==> src/rtl/division_block_if.sv <==
// division_block_if: start/done handshake and operand/result bus of the multi-cycle divider.
interface division_block_if #(parameter int WIDTH = 64);
    logic             start_i;
    logic             signed_i;
    logic [WIDTH-1:0] dividend_i;
    logic [WIDTH-1:0] divisor_i;
    logic             busy_o;
    logic             done_o;
    logic [WIDTH-1:0] quotient_o;
    logic [WIDTH-1:0] remainder_o;
    logic             div_by_zero_o;
    modport master (
        output start_i, signed_i, dividend_i, divisor_i,
        input  busy_o, done_o, quotient_o, remainder_o, div_by_zero_o
    );
    modport slave (
        input  start_i, signed_i, dividend_i, divisor_i,
        output busy_o, done_o, quotient_o, remainder_o, div_by_zero_o
    );
endinterface

==> src/rtl/division_block.sv <==
// division_block: radix-2 restoring signed/unsigned divider, one quotient bit per cycle.
module division_block #(
    parameter int WIDTH = 64
) (
    input  logic clk,
    input  logic reset_i,
    division_block_if.slave bus
);
    localparam int CW = $clog2(WIDTH + 1);
    typedef enum logic [1:0] {IDLE, DIVIDE, FIXUP} state_t;
    state_t state_q, state_d;
    logic [WIDTH-1:0] rem, quo, dvs, quotient, remainder;
    logic [WIDTH-1:0] dvd_mag, dvs_mag, diff;
    logic [WIDTH:0]   shifted;
    logic [CW-1:0]    cnt;
    logic             qneg, rneg, zero, done, dbz, accept, ge, divisor_zero;
    always_comb begin
        accept       = state_q == IDLE && bus.start_i;
        divisor_zero = bus.divisor_i == '0;
        dvd_mag      = (bus.signed_i && bus.dividend_i[WIDTH-1]) ? -bus.dividend_i : bus.dividend_i;
        dvs_mag      = (bus.signed_i && bus.divisor_i[WIDTH-1]) ? -bus.divisor_i : bus.divisor_i;
        shifted      = {rem, quo[WIDTH-1]};
        ge           = shifted >= {1'b0, dvs};
        diff         = shifted[WIDTH-1:0] - dvs;
        state_d      = accept ? (divisor_zero ? FIXUP : DIVIDE)
                     : state_q == DIVIDE ? (cnt == CW'(1) ? FIXUP : DIVIDE)
                     : state_q == FIXUP ? IDLE : state_q;
    end
    always_ff @(posedge clk or posedge reset_i) begin
        if (reset_i) begin
            state_q   <= IDLE;
            rem       <= '0;
            quo       <= '0;
            dvs       <= '0;
            cnt       <= '0;
            qneg      <= 1'b0;
            rneg      <= 1'b0;
            zero      <= 1'b0;
            done      <= 1'b0;
            dbz       <= 1'b0;
            quotient  <= '0;
            remainder <= '0;
        end else begin
            state_q <= state_d;
            done    <= state_q == FIXUP;
            if (accept) begin
                qneg <= bus.signed_i & (bus.dividend_i[WIDTH-1] ^ bus.divisor_i[WIDTH-1]);
                rneg <= bus.signed_i & bus.dividend_i[WIDTH-1];
                zero <= divisor_zero;
                rem  <= '0;
                // a zero divisor parks the raw dividend in quo so it can be returned as the remainder
                quo  <= divisor_zero ? bus.dividend_i : dvd_mag;
                dvs  <= dvs_mag;
                cnt  <= CW'(WIDTH);
            end else if (state_q == DIVIDE) begin
                rem <= ge ? diff : shifted[WIDTH-1:0];
                quo <= {quo[WIDTH-2:0], ge};
                cnt <= cnt - 1'b1;
            end else if (state_q == FIXUP) begin
                quotient  <= zero ? '1 : qneg ? -quo : quo;
                remainder <= zero ? quo : rneg ? -rem : rem;
                dbz       <= zero;
            end
        end
    end
    assign bus.busy_o        = state_q != IDLE;
    assign bus.done_o        = done;
    assign bus.quotient_o    = quotient;
    assign bus.remainder_o   = remainder;
    assign bus.div_by_zero_o = dbz;
endmodule

==> src/flat_wrapper.sv <==
// flat-port wrapper written by rule: the top's interface ports become plain ports
module division_block_flat 
#(
    parameter int WIDTH = 64
)
  (clk, reset_i, bus_start_i, bus_signed_i, bus_dividend_i, bus_divisor_i, bus_busy_o, bus_done_o, bus_quotient_o, bus_remainder_o, bus_div_by_zero_o);
  division_block_if #(.WIDTH(WIDTH)) bus_i ();
  input  logic clk;
  input  logic reset_i;
  input wire logic [$bits(bus_i.start_i)-1:0] bus_start_i;
  input wire logic [$bits(bus_i.signed_i)-1:0] bus_signed_i;
  input wire logic [$bits(bus_i.dividend_i)-1:0] bus_dividend_i;
  input wire logic [$bits(bus_i.divisor_i)-1:0] bus_divisor_i;
  output wire logic [$bits(bus_i.busy_o)-1:0] bus_busy_o;
  output wire logic [$bits(bus_i.done_o)-1:0] bus_done_o;
  output wire logic [$bits(bus_i.quotient_o)-1:0] bus_quotient_o;
  output wire logic [$bits(bus_i.remainder_o)-1:0] bus_remainder_o;
  output wire logic [$bits(bus_i.div_by_zero_o)-1:0] bus_div_by_zero_o;
  assign bus_i.start_i = bus_start_i;
  assign bus_i.signed_i = bus_signed_i;
  assign bus_i.dividend_i = bus_dividend_i;
  assign bus_i.divisor_i = bus_divisor_i;
  assign bus_busy_o = bus_i.busy_o;
  assign bus_done_o = bus_i.done_o;
  assign bus_quotient_o = bus_i.quotient_o;
  assign bus_remainder_o = bus_i.remainder_o;
  assign bus_div_by_zero_o = bus_i.div_by_zero_o;
  division_block #(.WIDTH(WIDTH)) u_core (.clk(clk), .reset_i(reset_i), .bus(bus_i));
endmodule
==> config.mk <==
export PLATFORM = sky130hd
export DESIGN_NAME = division_block_flat
export DESIGN_NICKNAME = d
export VERILOG_FILES = /design/src/rtl/division_block_if.sv /design/src/rtl/division_block.sv /design/src/flat_wrapper.sv
export SDC_FILE = /design/constraint.sdc
export NUM_CORES = 1
export LEC_CHECK = 0
export ABC_AREA = 0
export ABC_CLOCK_PERIOD_IN_PS = 11350
export CORE_MARGIN = 2
export CORE_UTILIZATION = 52
export CTS_CLUSTER_DIAMETER = 120
export CTS_CLUSTER_SIZE = 40
export DETAILED_ROUTE_END_ITERATION = 6
export PLACE_DENSITY_LB_ADDON = 0.05
export SLEW_MARGIN = 25
export SYNTH_ARGS = -nofsm -noshare
export SYNTH_HDL_FRONTEND = slang
export SYNTH_SLANG_ARGS = --single-unit
==> constraint.sdc <==
create_clock -name clk -period 11.35 [get_ports clk]
set_input_delay 1.7025 -clock clk [delete_from_list [all_inputs] [get_ports clk]]
set_output_delay 1.7025 -clock clk [all_outputs]
set_load 0.01 [all_outputs]
==> metrics.cfg, run 1 <==
[critical_path]
end_kind = register
cp.arrival_ns = 5.73
crit_type = in -> reg
r2r_slack_ns = 6.31
crit_fanout = 36
timing.rr.end = u_core.rem[25]$_DFFE_PP0P_
reg2reg_depth = 11
r2r_start = u_core.rem[9]$_DFFE_PP0P_
timing.critical_path.required_ns = 11.76
timing.critical_path.from_type = primary input

[power_and_ir_drop]
share_comb_of_total_power_pct = 8.2
power_report.internal_total_mw = 1.51
p_switching_uw = 493
pwr-share-seq_pct = 59.3
total_leakage_power_nw = 11.2
irDropWorstVdd_mv = 0.108
p_clk_share_pct = 32.5
power-per-cell-area_nw_per_um2 = 74.8
p_sw_share_pct = 24.5

[sta]
fin_crit_sh_pct = 46.9
max_freq_ghz = 0.188
final_period_minus_worst_setup_slack_ns = 5.32
worst_clock_skew_ns = 0.0427
tightest_slew_ns = 1.06
slew_headroom_pct = 29.1
finalHoldViolations = 0
totalNegativeSetupSlack_ns = 0
maxSlewViolCount = 0
setup_violators_final = 0
grt_setup_unrepaired = false

[drt]
avgRoutedWirePerCell_um = 19.4
vias = 21200
route.detailed.drc = 0
drtAntennaViolNets = 0
first_iter_violations = 1769
route.detailed.vias_per_inst = 5.92
final_routed_wirelength_mm = 69.5
drt_pre_antenna_iters = 5

[place]
buffer_ports.inserted = 262
place.gp.congestion = 0.953
dpl.hpwl_mm = 52.9

[global_route]
number_of_antenna_violations_at_the_first_check_in_global_routing = 0
globalRouteTotalUtil_pct = 29.0
globalRoute.totalOverflow = 0
grt_max_degree = 125
first_pass_grt_wire_length_mm = 111
grt_pass1_vias = 19800

[finish]
filler_cell_count = 4188
area_growth_from_synthesis_to_final_layout_pct = 13.9
final_layout_size_suffix_gt1_share_pct = 3.85
antenna_cells_inserted = 0
nNetsFinal = 3187
final_util_pct = 59.5
multi_input_area_sq_um = 14100
ff_latch_area_sq_um = 8360

[cts]
post-cts-setup-buffers = 0
clk_path_buf_depth = 3
tritoncts = built
cts_buffers = 13
insertion_delay_ns = 0.56
cts.sink_count = 334
ctsRootBufferMaster = clkbuf_16
h_tree_depth = 1
clk_pin_slew_worst_paths_ns = 0.14
cts_hold_buf = 0
ctsResizeCount = 0

[logic_synthesis]
yosysMostFrequentCell = dfrtp_1
async_flop_share_pct = 100
synthTopCellsByArea = dfrtp_1 35%, xor2_1 7.0%, a21oi_1 6.6%
syn-num-nets = 3082
synthDistinctLibCells = 67
post_synth_most_frequent_cells = 334 x dfrtp_1, 310 x a21oi_1, 269 x nand2_1, 269 x nor2_1, 248 x o21ai_0
synth-seq-area-share_pct = 35.4
synth.ff_latch_count = 334
synth-warning-count = 0
netlist.area_leader.share_pct = 35.4
netlist_instances = 2876
post-synth-top-area-cell = dfrtp_1
synthesis.area_per_instance_sq_um = 8.20
ys.flop_type = dfrtp_1
number_of_synthesized_flops_with_an_enable_pin = 0
synth_area_sq_um = 23600

[floorplanning]
die_h_um = 217
core_area_sq_um = 45100
fp.dieW_um = 217
dieArea_sq_um = 47100
row_count = 78
floorplan.initialDensity_pct = 52.3
num_io_pins = 263

[hold_path]
cell_count_of_the_worst_hold_path = 2
worst_hold_path_type = reg -> reg
worst_hold_startpoint = u_core.qneg$_DFFE_PP0P_
timing.hold.worst_endpoint = u_core.qneg$_DFFE_PP0P_

[outcome]
run_status = complete, no violations

[run]
cap_viol_max_count = 0

==> per-layer routing <==
metal	wire [um]	vias to the layer above	global-route usage (%)	share of wire, %
li1	-	10400	-	-
met1	33500	10100	44.3	48
met2	30500	642	44.2	44
met3	3820	69	3.00	5.5
met4	1690	0	6.80	2.4
met5	0	-	0	0
==> worst max-delay path, stage by stage <==
cell and delay [ns]:
clkdlybuf4s50_1 0.46, or4_1 0.58, nor3_1 0.33, nand3_1 0.32, nor2_1 0.43, nand3_1 0.24
or4_1 0.66, nand3_1 0.17, buf_4 0.39, a21oi_1 0.12, xnor2_1 0.20, a21oi_1 0.09
==> worst max path at each step <==
| stage | slack, ns | from | end | depth (start not counted) |
|---|---|---|---|---|
| 6_report | 6.03 | bus_divisor_i[18] | u_core.quo[34]$_DFFE_PP0P_ | 12 |
| 5_1_grt | 5.81 | bus_divisor_i[4] | u_core.quo[18]$_DFFE_PP0P_ | 12 |
| 4_1_cts | 6.11 | bus_divisor_i[12] | u_core.quo[34]$_DFFE_PP0P_ | 12 |
| 3_5_place_dp | 5.59 | bus_divisor_i[12] | u_core.quo[26]$_DFFE_PP0P_ | 12 |
| 3_3_place_gp | 5.66 | bus_divisor_i[18] | u_core.quo[31]$_DFFE_PP0P_ | 12 |
| 2_1_floorplan | 0.39 | reset_i | u_core.bus.div_by_zero_o$_DFFE_PP0P_ | 1 |
==> power groups by stage <==
stage | Sequential (mW) | Combinational [mW] | Clock [mW]
2_1_floorplan | 1.21 | 0.0770 | 0
3_3_place_gp | 1.21 | 0.161 | 0
3_5_place_dp | 1.21 | 0.164 | 0
4_1_cts | 1.19 | 0.165 | 0.673
5_1_grt | 1.19 | 0.181 | 0.705
6_report | 1.19 | 0.165 | 0.653
==> cells by family (layout without fill, tap and decap cells) <==
| kind of cell | count (synthesis) | after routing | share of synthesized area (%) |
|---|---|---|---|
| AOI/OAI and AO/OA | 883 | 883 | 22.5 |
| DFF | 334 | 334 | 35.4 |
| and+or+nand+nor | 895 | 895 | 18.2 |
| muxes | 75 | 75 | 3.45 |
| adders and majority gates | 74 | 74 | 3.96 |
| buffers and inverters | 306 | 417 | 5.00 |
| xor gates and xnor gates | 309 | 309 | 11.5 |
==> flip-flops by register name (all words and copies together), names as in the netlist <==
register,flops
u_core.bus.quotient_o,64
u_core.bus.remainder_o,64
u_core.dvs,64
u_core.quo,64
u_core.rem,64
u_core.cnt,7
u_core.state_q,2
u_core.bus.div_by_zero_o,1
u_core.bus.done_o,1
u_core.qneg,1
u_core.rneg,1
u_core.zero,1
==> layout by cell type, fill, tap and decap left out, types with 53 or more instances in the layout <==
cell / synthesis / routed
nor3_1: 53 / 53
a211oi_1: 97 / 97
o31ai_1: 58 / 58
dfrtp_1: 334 / 333
xnor2_1: 121 / 121
nor2_1: 269 / 269
nor2b_1: 78 / 76
ha_1: 73 / 71
o21ai_0: 248 / 248
clkdlybuf4s50_1: 0 / 262
inv_1: 118 / 117
a21oi_1: 310 / 310
nand2_1: 269 / 267
xor2_1: 188 / 188
==> metrics by stage <==
stage | std cells | instance area, sq um | power (mW) | setup WS (ns) | hold WS (ns)
6_report | 3587 | 26800 | 2.01 | 6.03 | 0.489
3_5_place_dp | 3565 | 26400 | 1.38 | 5.59 | 0.459
2_1_floorplan | 2876 | 23600 | 1.29 | 0.394 | 0.450
4_1_cts | 3586 | 26800 | 2.03 | 6.11 | 0.490
3_3_place_gp | 3565 | 26400 | 1.37 | 5.66 | 0.456
5_1_grt | 3587 | 26800 | 2.08 | 5.81 | 0.511
==> cell type report <==
cell class | instances | area share [%]
multi-input combinational | 2236 | 52.5
sequential | 334 | 31.1
timing repair buffer | 278 | 10.3
tap | 600 | 2.80
inverter | 118 | 1.68
clock buffer | 13 | 1.21
clock inverter | 8 | 0.401
No activity file was read; power rests on OpenSTA's default activity.
==> run 2: changes to the inputs <==
ABC_CLOCK_PERIOD_IN_PS = 5000   (was 11350)
CORE_UTILIZATION = 58   (was 52)
clock period = 5 ns   (was 11.35 ns; I/O delays follow)
==> metrics.cfg, run 2 (synthesis results as in run 1) <==
[critical_path]
end_kind = register
crit_type = reg -> reg
cp.arrival_ns = 4.73  ; -1.00 ns
timing.critical_path.from_type = register
timing.critical_path.required_ns = 5.44  ; -6.32 ns
crit_fanout = 53  ; +47%

[cts]
post-cts-setup-buffers = 0  ; unchanged
tritoncts = built
h_tree_depth = 1  ; unchanged
insertion_delay_ns = 0.55  ; about the same
cts.sink_count = 334  ; unchanged
clk_pin_slew_worst_paths_ns = 0.14  ; about the same
clk_path_buf_depth = 3  ; unchanged
ctsResizeCount = 0  ; unchanged
cts_buffers = 14  ; +1
ctsRootBufferMaster = clkbuf_16
cts_hold_buf = 0  ; unchanged

[power_and_ir_drop]
irDropWorstVdd_mv = 0.202  ; +87%
p_switching_mw = 1.19  ; +140%
p_sw_share_pct = 25.5  ; +0.94 points
share_comb_of_total_power_pct = 8.1  ; about the same
power_after_layout_mw = 4.67  ; +130%
power_report.internal_total_mw = 3.48  ; +130%
p_clk_share_pct = 34.1  ; +1.6 points
pwr-share-seq_pct = 57.8  ; -1.5 points
total_leakage_power_nw = 11.3  ; +1.3%
power-per-cell-area_nw_per_um2 = 173  ; +130%

[place]
buffer_ports.inserted = 262  ; unchanged
postPlaceCellArea_sq_um = 26500  ; +0.52%
dpl.hpwl_mm = 52.6  ; -0.45%
place.gp.congestion = 0.992  ; +4.1%

[finish]
nNetsFinal = 3210  ; +0.72%
area_growth_from_synthesis_to_final_layout_pct = 14.7
final_layout_size_suffix_gt1_share_pct = 4.58  ; +0.73 points
layout_common_cells = 333 x dfrtp_1, 310 x a21oi_1, 269 x nor2_1
layout.cell_area.non_filler_sq_um = 27000  ; +0.72%
layout_commonest_cell = dfrtp_1
filler_cell_count = 3302  ; -21%
antenna_cells_inserted = 0  ; unchanged

[sta]
tightest_slew_ns = 0.964  ; -0.0995 ns
finalHoldViolations = 0  ; unchanged
setup_violators_final = 0  ; unchanged
maxSlewViolCount = 0  ; unchanged
final_period_minus_worst_setup_slack_ns = 4.29
timing.hold.ws_ns = 0.464  ; -0.0248 ns
grt_setup_unrepaired = false
worst_clock_skew_ns = 0.0352  ; -0.00750 ns
max_freq_ghz = 0.233
fin_crit_sh_pct = 85.8
slew_headroom_pct = 35.8  ; +6.6 points

[floorplanning]
num_io_pins = 263  ; unchanged
floorplan.initialDensity_pct = 59.1  ; +6.8 points
die_h_um = 206  ; -5.2%
core_area_sq_um = 39900  ; -11%
fp.dieW_um = 206  ; -5.2%
row_count = 73  ; -6.4%
dieArea_sq_um = 42300  ; -10%

[global_route]
globalRoute.totalOverflow = 0  ; unchanged
globalRouteTotalUtil_pct = 32.3  ; +3.3 points
first_pass_grt_wire_length_mm = 110  ; -0.57%
grt_max_degree = 132  ; +5.6%
grt_pass1_vias = 20500  ; +3.3%
number_of_antenna_violations_at_the_first_check_in_global_routing = 0  ; unchanged

[drt]
final_routed_wirelength_mm = 69.1  ; -0.44%
drt_pre_antenna_iters = 5  ; unchanged
route.detailed.drc = 0  ; unchanged
avgRoutedWirePerCell_um = 19.6  ; +0.99%
drtAntennaViolNets = 0  ; unchanged
vias = 21900  ; +3.2%
route.detailed.vias_per_inst = 6.20  ; +4.7%
first_iter_violations = 1985  ; +12%

[outcome]
run_status = complete, no violations

[hold_path]
worst_hold_path_type = in -> async

[run]
cap_viol_max_count = 0  ; unchanged

-- run 2: changes by cell type in the layout (fill, tap and decap cells not counted) --
| cell | change |
|---|---|
| buf_12 | +4 |
| buf_4 | +18 |
| bufinv_16 | -1 |
| clkbuf_1 | +1 |
| clkbuf_16 | +2 |
| clkinv_16 | +2 |
| clkinv_2 | -1 |
| clkinv_4 | +1 |
| clkinvlp_4 | +1 |
| inv_12 | +1 |
| inv_6 | -2 |
| inv_8 | -2 |
-- run 2: power groups by stage --
stage | Combinational, mW | Clock, mW | Sequential [mW]
CTS | 0.377 | 1.62 | 2.70
floorplan | 0.175 | 0 | 2.75
global placement | 0.366 | 0 | 2.75
detailed placement | 0.375 | 0 | 2.75
finish | 0.377 | 1.59 | 2.70
global route | 0.410 | 1.71 | 2.70
-- run 2: worst paths after layout --
check,start,end,slack (ns),cells past startpoint
worst min register to register,u_core.dvs[52]$_DFFE_PP0P_,u_core.dvs[52]$_DFFE_PP0P_,0.49,2
worst min-delay path,reset_i,u_core.bus.quotient_o[55]$_DFFE_PP0P_,0.46,2
min in group clk,u_core.dvs[52]$_DFFE_PP0P_,u_core.dvs[52]$_DFFE_PP0P_,0.49,2
worst max register to register,u_core.rem[9]$_DFFE_PP0P_,u_core.rem[6]$_DFFE_PP0P_,0.71,11
max in group asynchronous,reset_i,u_core.rem[7]$_DFFE_PP0P_,3.54,3
worst max-delay path,u_core.rem[9]$_DFFE_PP0P_,u_core.rem[6]$_DFFE_PP0P_,0.71,11
-- run 2: critical path, cell delays in order (launching register included) --
cell,delay (ns)
dfrtp_1,0.50
ha_1,0.39
a211oi_1,0.27
o21bai_1,0.13
a221oi_1,0.64
a211oi_1,0.17
buf_4,0.18
o31ai_1,0.54
o31a_2,0.61
buf_12,0.30
a21oi_1,0.10
a211oi_1,0.31
-- run 2: layer usage --
layer / global-route usage [%] / wire (um) / vias up
met5: 0 / 0 / -
met1: 48.5 / 31200 / 10400
met3: 2.80 / 5290 / 102
met4: 9.02 / 1700 / 0
li1: - / - / 10400
met2: 49.9 / 30900 / 931
-- run 2: cell type report --
| cell class | instances | area (sq um) | area share [%] |
|---|---|---|---|
| flip-flops and latches | 334 | 8360 | 30.9 |
| clock buffers | 16 | 379 | 1.40 |
| inverters | 118 | 447 | 1.65 |
| well taps | 525 | 657 | 2.43 |
| multi-input cells | 2236 | 14100 | 52.1 |
| repair buffers | 300 | 2970 | 11.0 |
| clock inverters | 7 | 129 | 0.477 |
-- run 2: metrics by stage --
stage | setup WS (ns) | std cells | TNS (ns) | util [%]
after global placement | 0.658 | 3513 | 0 | 66.5
after CTS | 0.769 | 3536 | 0 | 67.7
after detailed placement | 0.506 | 3513 | 0 | 66.5
after floorplan | -0.213 | 2876 | -71.01 | -
after global routing | 0.485 | 3536 | 0 | 67.7
final | 0.712 | 3536 | 0 | 67.7
